==> config.mk <==
export PLATFORM = sky130hd
export DESIGN_NAME = frame_scheduler
export DESIGN_NICKNAME = d
export VERILOG_FILES = /design/src/rtl/frame_scheduler.sv
export SDC_FILE = /design/constraint.sdc
export NUM_CORES = 1
export LEC_CHECK = 0
export CORE_MARGIN = 4
export CORE_UTILIZATION = 40
export CTS_CLUSTER_DIAMETER = 30
export DETAILED_ROUTE_END_ITERATION = 12
export PLACE_DENSITY = 0.87
export SYNTH_ARGS = -nofsm -noshare
export SYNTH_HDL_FRONTEND = slang
export SYNTH_SLANG_ARGS = --single-unit
==> constraint.sdc <==
create_clock -name clock -period 2.2 [get_ports clock]
set_clock_uncertainty 0.2 [all_clocks]
set_input_delay 0.66 -clock clock [delete_from_list [all_inputs] [get_ports clock]]
set_output_delay 0.66 -clock clock [all_outputs]
set_load 0.01 [all_outputs]
==> src/rtl/frame_scheduler.sv <==
// Per-frame sequencer: on each vsync start edge it swaps buffers, clears the new back buffer,
// then feeds queued sprite commands to the drawer one at a time.
module frame_scheduler #(
    parameter int unsigned FB_PIXELS        = 307200,
    parameter int unsigned ADDR_W           = 19,
    parameter logic [3:0]  CLEAR_COLOR      = 4'h0,
    parameter int unsigned MAX_SPRITES      = 255,
    parameter bit          VSYNC_ACTIVE_LOW = 1'b1
) (
    input  logic              clock,
    input  logic              reset,
    input  logic              vsync,
    output logic              swap_req,
    input  logic              swap_ack,
    output logic              fb_resetting,
    output logic [ADDR_W-1:0] clr_addr,
    output logic [3:0]        clr_data,
    output logic              clr_en,
    output logic              dequeue,
    input  logic              is_empty,
    input  logic [7:0]        q_id,
    input  logic [15:0]       q_x,
    input  logic [15:0]       q_y,
    input  logic [7:0]        q_scale,
    output logic              cmd_valid,
    input  logic              cmd_ready,
    output logic [7:0]        cmd_id,
    output logic [15:0]       cmd_x,
    output logic [15:0]       cmd_y,
    output logic [7:0]        cmd_scale,
    input  logic              draw_busy,
    output logic              frame_done,
    output logic              overrun,
    output logic [7:0]        sprite_count
);

    localparam logic              VsyncIdle = VSYNC_ACTIVE_LOW ? 1'b1 : 1'b0;
    localparam logic [ADDR_W-1:0] LastAddr  = ADDR_W'(FB_PIXELS - 1);
    localparam logic [7:0]        MaxCount  = 8'(MAX_SPRITES);

    typedef enum logic [2:0] {
        StWaitVsync,
        StSwap,
        StClear,
        StFetch,
        StLoad,
        StIssue,
        StDrain
    } state_e;

    state_e            state_q, state_d;
    logic              vsync_q;
    logic              swap_req_q, swap_req_d;
    logic [ADDR_W-1:0] addr_q, addr_d;
    logic              clr_en_q, clr_en_d;
    logic              fb_res_q, fb_res_d;
    logic [3:0]        clr_data_q, clr_data_d;
    logic              cmd_valid_q, cmd_valid_d;
    logic [7:0]        cmd_id_q, cmd_id_d;
    logic [15:0]       cmd_x_q, cmd_x_d;
    logic [15:0]       cmd_y_q, cmd_y_d;
    logic [7:0]        cmd_scale_q, cmd_scale_d;
    logic              frame_done_q, frame_done_d;
    logic              overrun_q, overrun_d;
    logic [7:0]        sprite_count_q, sprite_count_d;

    logic start_edge;
    logic fetch_go;

    assign start_edge = (vsync != VsyncIdle) && (vsync_q == VsyncIdle);
    // Pop is decided combinationally in FETCH so the head is valid during LOAD.
    assign fetch_go   = (state_q == StFetch) && !is_empty && (sprite_count_q != MaxCount);

    always_comb begin
        state_d        = state_q;
        swap_req_d     = swap_req_q;
        addr_d         = addr_q;
        clr_en_d       = 1'b0;
        fb_res_d       = 1'b0;
        clr_data_d     = 4'h0;
        cmd_valid_d    = cmd_valid_q;
        cmd_id_d       = cmd_id_q;
        cmd_x_d        = cmd_x_q;
        cmd_y_d        = cmd_y_q;
        cmd_scale_d    = cmd_scale_q;
        frame_done_d   = 1'b0;
        overrun_d      = start_edge && (state_q != StWaitVsync);
        sprite_count_d = sprite_count_q;

        case (state_q)
            StWaitVsync: begin
                if (start_edge) begin
                    swap_req_d = 1'b1;
                    state_d    = StSwap;
                end
            end
            StSwap: begin
                if (swap_ack) begin
                    swap_req_d     = 1'b0;
                    addr_d         = '0;
                    sprite_count_d = 8'h00;
                    clr_en_d       = 1'b1;
                    fb_res_d       = 1'b1;
                    clr_data_d     = CLEAR_COLOR;
                    state_d        = StClear;
                end
            end
            StClear: begin
                // clr_en_q already covers the current address; stop after the last one.
                if (addr_q == LastAddr) begin
                    addr_d  = '0;
                    state_d = StFetch;
                end else begin
                    addr_d     = addr_q + ADDR_W'(1);
                    clr_en_d   = 1'b1;
                    fb_res_d   = 1'b1;
                    clr_data_d = CLEAR_COLOR;
                end
            end
            StFetch: begin
                state_d = fetch_go ? StLoad : StDrain;
            end
            StLoad: begin
                cmd_id_d    = q_id;
                cmd_x_d     = q_x;
                cmd_y_d     = q_y;
                cmd_scale_d = q_scale;
                cmd_valid_d = 1'b1;
                state_d     = StIssue;
            end
            StIssue: begin
                if (cmd_ready) begin
                    cmd_valid_d = 1'b0;
                    if (sprite_count_q != MaxCount) begin
                        sprite_count_d = sprite_count_q + 8'd1;
                    end
                    state_d = StFetch;
                end
            end
            StDrain: begin
                if (!draw_busy) begin
                    frame_done_d = 1'b1;
                    state_d      = StWaitVsync;
                end
            end
            default: state_d = StWaitVsync;
        endcase
    end

    always_ff @(posedge clock or negedge reset) begin
        if (!reset) begin
            state_q        <= StWaitVsync;
            vsync_q        <= VsyncIdle;
            swap_req_q     <= 1'b0;
            addr_q         <= '0;
            clr_en_q       <= 1'b0;
            fb_res_q       <= 1'b0;
            clr_data_q     <= 4'h0;
            cmd_valid_q    <= 1'b0;
            cmd_id_q       <= 8'h00;
            cmd_x_q        <= 16'h0000;
            cmd_y_q        <= 16'h0000;
            cmd_scale_q    <= 8'h00;
            frame_done_q   <= 1'b0;
            overrun_q      <= 1'b0;
            sprite_count_q <= 8'h00;
        end else begin
            state_q        <= state_d;
            vsync_q        <= vsync;
            swap_req_q     <= swap_req_d;
            addr_q         <= addr_d;
            clr_en_q       <= clr_en_d;
            fb_res_q       <= fb_res_d;
            clr_data_q     <= clr_data_d;
            cmd_valid_q    <= cmd_valid_d;
            cmd_id_q       <= cmd_id_d;
            cmd_x_q        <= cmd_x_d;
            cmd_y_q        <= cmd_y_d;
            cmd_scale_q    <= cmd_scale_d;
            frame_done_q   <= frame_done_d;
            overrun_q      <= overrun_d;
            sprite_count_q <= sprite_count_d;
        end
    end

    assign swap_req     = swap_req_q;
    assign fb_resetting = fb_res_q;
    assign clr_addr     = addr_q;
    assign clr_data     = clr_data_q;
    assign clr_en       = clr_en_q;
    assign dequeue      = fetch_go;
    assign cmd_valid    = cmd_valid_q;
    assign cmd_id       = cmd_id_q;
    assign cmd_x        = cmd_x_q;
    assign cmd_y        = cmd_y_q;
    assign cmd_scale    = cmd_scale_q;
    assign frame_done   = frame_done_q;
    assign overrun      = overrun_q;
    assign sprite_count = sprite_count_q;

endmodule
# [Yosys cells after proc, flatten, opt, wreduce, memory -nomap -nowiden]
# Cells that the tools add are included.
[totals] ramBits=0 romBits=0 memories=0 input_bits=55 latch_bits=0 ff_bits=84
[classes] shift=0 muxes=24 eq_ne=14 n_addsub=2 magnitude_cmp=0 div_mod_pow=0 n_reduce_logical=16 n_mul=0 n_bitwise=1
[op_table] op="2-to-1 mux 19 bit" n=2
[op_table] op="case mux 19 bit (2 select lines)" n=1
[op_table] op="2-to-1 mux 8 bit" n=3
[op_table] op="case mux 3 bit (7 select lines)" n=1
[op_table] op="adder 19 x 1 -> 19 bit (second input constant)" n=1
[op_table] op="equality test 19 bit (second input constant)" n=1
[op_table] op="case mux 8 bit (2 select lines)" n=1
[op_table] op="2-to-1 mux 3 bit" n=5
[op_table] op="!= test 2 bit (second input constant)" n=6
[op_table] op="equality test 3 bit (second input constant)" n=3
[op_table] op="adder 8 x 1 -> 8 bit (second input constant)" n=1
[op_table] op="!= test 8 bit (second input constant)" n=1
[op_table] op="nonzero test 2 bit" n=4
[op_table] op="2-to-1 mux 1 bit" n=7
[op_table] op="equality test 3 x 2 -> 1 bit (second input constant)" n=2
[op_table] op="case mux 1 bit (2 select lines)" n=3
[op_table] op="AND reduction 5 bit" n=1
[op_table] op="logical AND 1 bit" n=4
[op_table] op="AND reduction 2 bit" n=2
[op_table] op="AND reduction 4 bit" n=1
[op_table] op="equality test 3 x 1 -> 1 bit (second input constant)" n=1
[op_table] op="logical NOT 3 bit" n=1
[op_table] op="AND reduction 3 bit" n=1
[op_table] op="nonzero test 3 bit" n=1
[op_table] op="3 further kinds" n=3

# [Depth between registers and ports, before layout]
# Gate-level depths: netlist of the first run.
[depth] word_depth=5 depth_mapped=8 mapped_depth_nobuf=6

# [Worst setup path before layout of the first run]
# Ideal clock, no wire load.
[synth_timing] path_type="register to output" startpoint="reg sprite_count_q[0], in the netlist sprite_count[0]" endpoint="out dequeue" path_slack_ns=0.064 path_stages_with_launch=5 t_arrival_ns=1.276 required_ns=1.340 path_cell_list="dfrtp_1 > ha_1 > nand3_1 > nor2_1 > nor4_1"
[synth_via] elab_chain_cells=2
[synth_lines] item="from (decl)" line_no="65" text="logic [7:0] sprite_count_q, sprite_count_d;"
[synth_lines] item="from (signal assigned)" line_no="182" text="sprite_count_q <= sprite_count_d;"
[synth_lines] item="!= test 8 bit" line_no="72" text="assign fetch_go = (state_q == StFetch) && !is_empty && (sprite_count_q != MaxCount);"
[synth_lines] item="logical AND 1 bit" line_no="72"
[synth_lines] item="to (decl)" line_no="19" text="output logic dequeue,"
# No other way between the ends.

# [Final worst setup path of the first run]
[layout_timing] startpoint="reg sprite_count_q[1], in the netlist sprite_count[1]" endpoint="out dequeue"
# Same word-level chain as after synthesis.

==> flow_metrics.env, run 1 <==
export IMPL_ant_nets=0
export IMPL_internal_power_mw=4.588
export IMPL_ir_drop_mv=0.4197
export IMPL_grt_busiest_layer="met2"
export IMPL_io_buffers=136
export IMPL_yosysTopAreaCell="dfrtp_1"
export IMPL_io_pins=141
export IMPL_cts_tree="built"
export IMPL_critPathSlowestCell="dfrtp_1"
export IMPL_slew_violations=0
export IMPL_cts_hold_buf=0
export IMPL_path_cells="ha_2, nand3_2, nor2_2, nor4_1, buf_2"
export IMPL_antenna_cells=0
export IMPL_synth_most_common_cell="dfrtp_1"
export IMPL_powerDensity_nw_per_um2=1190
export IMPL_setup_viol_count_final=1
export IMPL_core_rowCount=35
export IMPL_place_gp_congestion=0.8279
export IMPL_chipHeight_um=104.6
export IMPL_drc=0
export IMPL_root_buffer="clkbuf_8"
export IMPL_drive_gt1_share_pct=28.63
export IMPL_synthTopCellsByCount="dfrtp_1 (83), mux2_2 (49), o21ai_0 (23)"
export IMPL_drtIter0Drc=124
export IMPL_grtUsageTotal_pct=17.77
export IMPL_ys_ff_latch=84
export IMPL_synth_area_leaders="dfrtp_1 (56%), mux2_2 (15%), o21ai_0 (3.1%)"
export IMPL_path_class="reg2out"
export IMPL_violations="setup timing"
export IMPL_yosysTopAreaCellShare_pct=55.59
export IMPL_synthFlopType="dfrtp_1"
export IMPL_grt_pass1_wl_um=16070
export IMPL_area_growth_pct=55.43
export IMPL_grt_ovfl_total=0
export IMPL_yosys_warnings=0
export IMPL_via_per_inst=5.058
export IMPL_clkSlewWorstSetupHoldPaths_ns=0.09
export IMPL_setup_worst_path_start_class="flip-flop"
export IMPL_worst_slack_ns=-0.07730
export IMPL_hold_class="in2async"
export IMPL_clk_latency_ns=0.35
export IMPL_pre_cts_slack_ns=-0.5944
export IMPL_r2r_cells=6
export IMPL_met1_usage_pct=22.94
export IMPL_syn_inst=319
export IMPL_fin_tns_setup_ns=-0.07730
export IMPL_outcome="complete, but fails checks"
export IMPL_final_nets=562
export IMPL_synth_area_per_cell_um2=11.71
export IMPL_fp_dieW_um=104.6
export IMPL_ys_seq_area_share_pct=56.30
export IMPL_reg2reg_slack_ns=0.04
export IMPL_crit_path_max_fanout=2
export IMPL_combPwrFrac_pct=49.7
export IMPL_htree_levels=3
export IMPL_post_route_period_util_pct=103.5
export IMPL_syn_area_um2=3736
export IMPL_hold_viol=0
export IMPL_use_met3_pct=4.138
export IMPL_vias=3141
export IMPL_antenna_found_initial=0
export IMPL_leakagePower_nw=2.510
export IMPL_p_sw_share_pct=33.58
export IMPL_fin_hold_ws_ns=0.1116
export IMPL_firstDrtPassIters=4
export IMPL_clkPwrFrac_pct=14.9
export IMPL_initial_core_util_pct=40.82
export IMPL_synth_cell_type_count=45
export IMPL_worstPathArrival_ns=1.42
export IMPL_max_cap_viol_count=0
export IMPL_grt_max_degree=85
export IMPL_critPathBufInv=1
export IMPL_dieArea_um2=10950
export IMPL_synthArstFlopShare_pct=100.0
export IMPL_required_ns=1.34
export IMPL_max_freq_mhz=439.1
export IMPL_finalWirelength_um=9586
export IMPL_period_minus_slack_ns=2.277
export IMPL_grt_pass1_vias=3279
export IMPL_rsz0062_at_grt="true"
export IMPL_crit_family="flip-flops"
export IMPL_wl_per_cell_um=15.44
export IMPL_p_seq_share_pct=35.4
export IMPL_r2r_end="clr_addr[8]$_DFFE_PN0P_"
export IMPL_numCtsBuffers=9
export IMPL_switchingPower_mw=2.320
export IMPL_r2r_start="clr_addr[12]$_DFFE_PN0P_"
export IMPL_coreArea_um2=9153
export IMPL_synth_edf_count=0
export IMPL_met2_usage_pct=29.70
export IMPL_clock_path_buffers=2
export IMPL_dp_hpwl_um=6787
export IMPL_slowest_delay_ns=0.40
export IMPL_end_kind="primary output"
export IMPL_cts_sinks=84
-- metrics by stage --
stage | area [um^2] | power [mW] | instances | utilization (%)
2_1_floorplan | 3747 | 4.006 | 322 | -
3_3_place_gp | 5469 | 5.690 | 591 | 59.75
3_5_place_dp | 5469 | 5.838 | 591 | 59.75
4_1_cts | 5693 | 6.869 | 614 | 62.20
5_1_grt | 5807 | 7.387 | 621 | 63.44
6_report | 5807 | 6.908 | 621 | 63.44
-- power groups by stage --
stage	clock network, mW	logic (mW)	registers (mW)
finish	1.03	3.43	2.45
global route	1.15	3.71	2.53
CTS	1.07	3.35	2.45
detailed placement	0	3.34	2.50
global placement	0	3.23	2.46
floorplan	0	1.23	2.77
-- timing repair --
item	in CTS	in global routing
setup buffers	7	7
resized for setup	32	12
pin swaps	4	3
setup endpoints to repair	26	17
-- per-layer routing --
layer  vias up  wire [um]
met4         0        159
met2       116       4791
met5         -          0
li1       1501          -
met3        15        562
met1      1509       4072
-- worst max-delay path by stage --
stage,startpoint,to,slack (ns),cells past startpoint
finish,sprite_count[1]$_DFFE_PN0P_,dequeue,-0.08,5
floorplan,sprite_count[0]$_DFFE_PN0P_,dequeue,0.06,4
detailed placement,is_empty,dequeue,-0.59,3
global placement,is_empty,dequeue,-0.60,3
CTS,sprite_count[1]$_DFFE_PN0P_,dequeue,-0.12,5
global route,sprite_count[1]$_DFFE_PN0P_,dequeue,-0.17,5
-- cell type report --
type / count / area, um^2
fill: 713 / 3346
sequential: 84 / 2110
clock inverter: 6 / 46.29
multi-input combinational: 208 / 1541
clock buffer: 10 / 137.6
inverter: 12 / 45.04
timing repair buffer: 190 / 1788
tap: 111 / 138.9
-- layout by cell type (no fill, tap or decap), types with 2 or more instances in the layout --
cell / count
nor2_1: 12
inv_6: 3
nand3_2: 2
o21ai_0: 22
clkinvlp_4: 2
o31a_1: 2
dfrtp_1: 78
clkdlybuf4s50_1: 114
o22ai_1: 2
a31oi_1: 5
nand2_1: 21
and4_2: 2
or3_1: 8
clkbuf_8: 10
mux2_2: 49
nand2b_1: 3
nor4_2: 3
a22o_1: 4
buf_6: 3
nor4_1: 2
nand3_1: 13
or2b_1: 3
a21oi_1: 15
conb_1: 4
nor3_1: 6
buf_4: 49
dfrtp_2: 5
nand4_1: 2
nor2b_1: 3
nor4_4: 2
inv_1: 12
xnor2_1: 4
buf_12: 3
dlygate4sd2_1: 18
-- sequential cells by signal (all words and copies together), names as in the netlist --
name,cells
frame_done,1
cmd_scale,8
cmd_id,8
sprite_count,8
clr_addr,19
state_q,3
overrun,1
vsync_q,1
cmd_y,16
cmd_x,16
swap_req,1
fb_resetting,1
cmd_valid,1
-- cell families (layout without fill, tap and decap cells) --
family                   count (synthesis)  count (layout)  synth area share [%]
AND/OR/NAND/NOR                         91              91                 13.93
flip-flops                              84              84                 56.30
AO/OA/AOI/OAI                           58              58                 9.176
multiplexers                            49              49                 14.77
buffers and inverters                   30             218                 4.119
XOR/XNOR                                 4               4                0.9376
adder cells (fa/ha/maj)                  2               2                0.6697
other                                    1               4                0.1004
Power figures use the tool's default switching activity.
==> run 2: changes to the inputs <==
- CAP_MARGIN: default -> 20
==> results of run 2 <==
Final layout, timing and power as in run 1 (identical DEF).
==> run 3: changes to the inputs <==
- CORE_ASPECT_RATIO: default -> 2
==> run 3 against run 2 <==
The run still ends with setup timing left. Register-to-register slack got worse by 0.04 ns. Power is 7.3% higher. Critical endpoint unchanged. Count of clock-buffer cells in the layout is 2 higher. Maximum frequency grew 2.9%. Wire length up 8.0%. Highest routed layer unchanged.
==> flow_metrics.env, run 3 (same netlist as run 1, synthesis figures left out) <==
export IMPL_rsz0062_at_grt="true"
export IMPL_wl_met1_um=3712
export IMPL_fp_dieW_um=76.34
export IMPL_end_kind="primary output"
export IMPL_setup_viol_count_final=2
export IMPL_final_instance_count_excl_fill=604
export IMPL_grtUsageTotal_pct=18.55
export IMPL_final_common_cell="clkdlybuf4s50_1"
export IMPL_fin_hold_ws_ns=0.03730
export IMPL_wl_per_cell_um=17.14
export IMPL_critPathSlowestCell="dfrtp_1"
export IMPL_antenna_found_initial=0
export IMPL_drtIter0Drc=111
export IMPL_top_layer="met4"
export IMPL_core_rowCount=49
export IMPL_dp_hpwl_um=7713
export IMPL_drive_gt1_share_pct=27.69
export IMPL_io_pins=141
export IMPL_via_per_inst=5.315
export IMPL_required_ns=1.34
export IMPL_initial_core_util_pct=41.17
export IMPL_setup_worst_path_start_class="flip-flop"
export IMPL_largest_reg_flops=19
export IMPL_vias=3210
export IMPL_firstDrtPassIters=5
export IMPL_finalInstanceArea_um2=5866
export IMPL_io_buffers=136
export IMPL_fin_tns_setup_ns=-0.01302
export IMPL_cts_tree="built"
export IMPL_final_nets=554
export IMPL_violations="setup timing"
export IMPL_grt_ovfl_total=0
export IMPL_dpl_cell_count=579
export IMPL_max_freq_mhz=452.0
export IMPL_clkSlewWorstSetupHoldPaths_ns=0.06
export IMPL_routed_wl_met2_um=5847
export IMPL_worstPathArrival_ns=1.35
export IMPL_path_cells="ha_2, nand3_2, nor2_2, nor4_2, buf_2"
export IMPL_place_gp_congestion=0.8211
export IMPL_antenna_cells=0
export IMPL_chipHeight_um=144.7
export IMPL_htree_levels=3
export IMPL_hold_class="in2async"
export IMPL_finalWirelength_um=10350
export IMPL_wl_met3_um=512
export IMPL_crit_path_max_fanout=2
export IMPL_post_route_period_util_pct=100.6
export IMPL_drc=0
export IMPL_dieArea_um2=11040
export IMPL_period_minus_slack_ns=2.213
export IMPL_clk_latency_ns=0.33
export IMPL_worst_slack_ns=-0.01258
export IMPL_leakagePower_nw=2.603
export IMPL_area_growth_pct=57.00
export IMPL_cts_sinks=84
export IMPL_path_class="reg2out"
export IMPL_r2r_cells=5
export IMPL_grt_pass1_vias=3159
export IMPL_ir_drop_mv=0.6980
export IMPL_slowest_delay_ns=0.39
export IMPL_ant_nets=0
export IMPL_max_cap_viol_count=0
export IMPL_grt_pass1_wl_um=16240
export IMPL_outcome="complete, but fails checks"
export IMPL_clock_path_buffers=2
export IMPL_grt_max_degree=49
export IMPL_powerDensity_nw_per_um2=1263
export IMPL_numCtsBuffers=9
export IMPL_fillerInstances=726
export IMPL_slew_violations=0
export IMPL_hold_viol=0
export IMPL_place_area_um2=5435
export IMPL_coreArea_um2=9074
export IMPL_final_cell_mix="clkdlybuf4s50_1 (112), dfrtp_1 (79), mux2_2 (49)"
export IMPL_root_buffer="clkbuf_16"
-- run 3: cell count changes in the layout (fill, tap and decap cells not counted), moves of 3 or more --
cell,change
dlymetal6s2s_1,+3
a21oi_1,-3
o21ai_1,+3
clkbuf_8,-7
buf_4,-5
inv_6,-3
clkinv_4,+3
clkbuf_16,+9
a21oi_2,+4
o21ai_0,-4
-- run 3: final timing paths --
check                                            start                       to  slack (ns)
min                                              reset     cmd_x[0]$_DFFE_PN0P_        0.04
max reg2reg                   clr_addr[12]$_DFFE_PN0P_  clr_addr[1]$_DFFE_PN0P_           0
min reg2reg                       cmd_y[7]$_DFFE_PN0P_     cmd_y[7]$_DFFE_PN0P_        0.30
max                        sprite_count[1]$_DFFE_PN0P_                  dequeue       -0.01
max in group asynchronous                        reset     cmd_y[5]$_DFFE_PN0P_        1.21
min in group clock                cmd_y[7]$_DFFE_PN0P_     cmd_y[7]$_DFFE_PN0P_        0.30
-- run 3: metrics by stage --
step	total power, mW	util [%]	worst slack (ns)
floorplan	4.006	-	0.06362
global placement	5.703	59.90	-0.5910
detailed placement	5.831	59.90	-0.5826
CTS	7.405	63.55	-0.04927
global route	7.813	64.64	-0.1120
finish	7.409	64.64	-0.01258
-- run 3: per-layer routing --
metal / up-vias / GRT usage [%]
met4: 0 / 7.163
met3: 22 / 3.965
met2: 143 / 35.36
li1: 1493 / -
met5: - / 0
met1: 1552 / 19.90
-- run 3: report_power, final --
part           internal, mW  leakage [nW]  switching (mW)  total [mW]
registers              2.14          1.04           0.332        2.47
logic                  1.92          1.40            1.43        3.36
clock network         0.978         0.159           0.600        1.58
-- run 3: layout make-up --
type	count	area, um^2	share of cell area, %
Clock inverter	4	56.30	0.9599
Tap cell	102	127.6	2.176
Timing Repair Buffer	182	1715	29.24
Clock buffer	12	266.5	4.544
Sequential cell	84	2108	35.94
Multi-Input combinational cell	208	1546	26.37
Inverter	12	45.04	0.7679
-- run 3: critical path: cells and delay by family (launching register included) --
kind	cells	cell delay, ns
adder cells (fa/ha/maj)	1	0.20
buffers and inverters	1	0.17
flip-flops	1	0.39
AND/OR/NAND/NOR	3	0.26
-- run 3: repair_timing --
action | CTS | global route
pin swaps | 4 | 6
cloned | 0 | 1
hold buffers | 0 | 0
resized for setup | 29 | 21
setup buffers | 3 | 5
endpoints found under the setup margin | 23 | 11
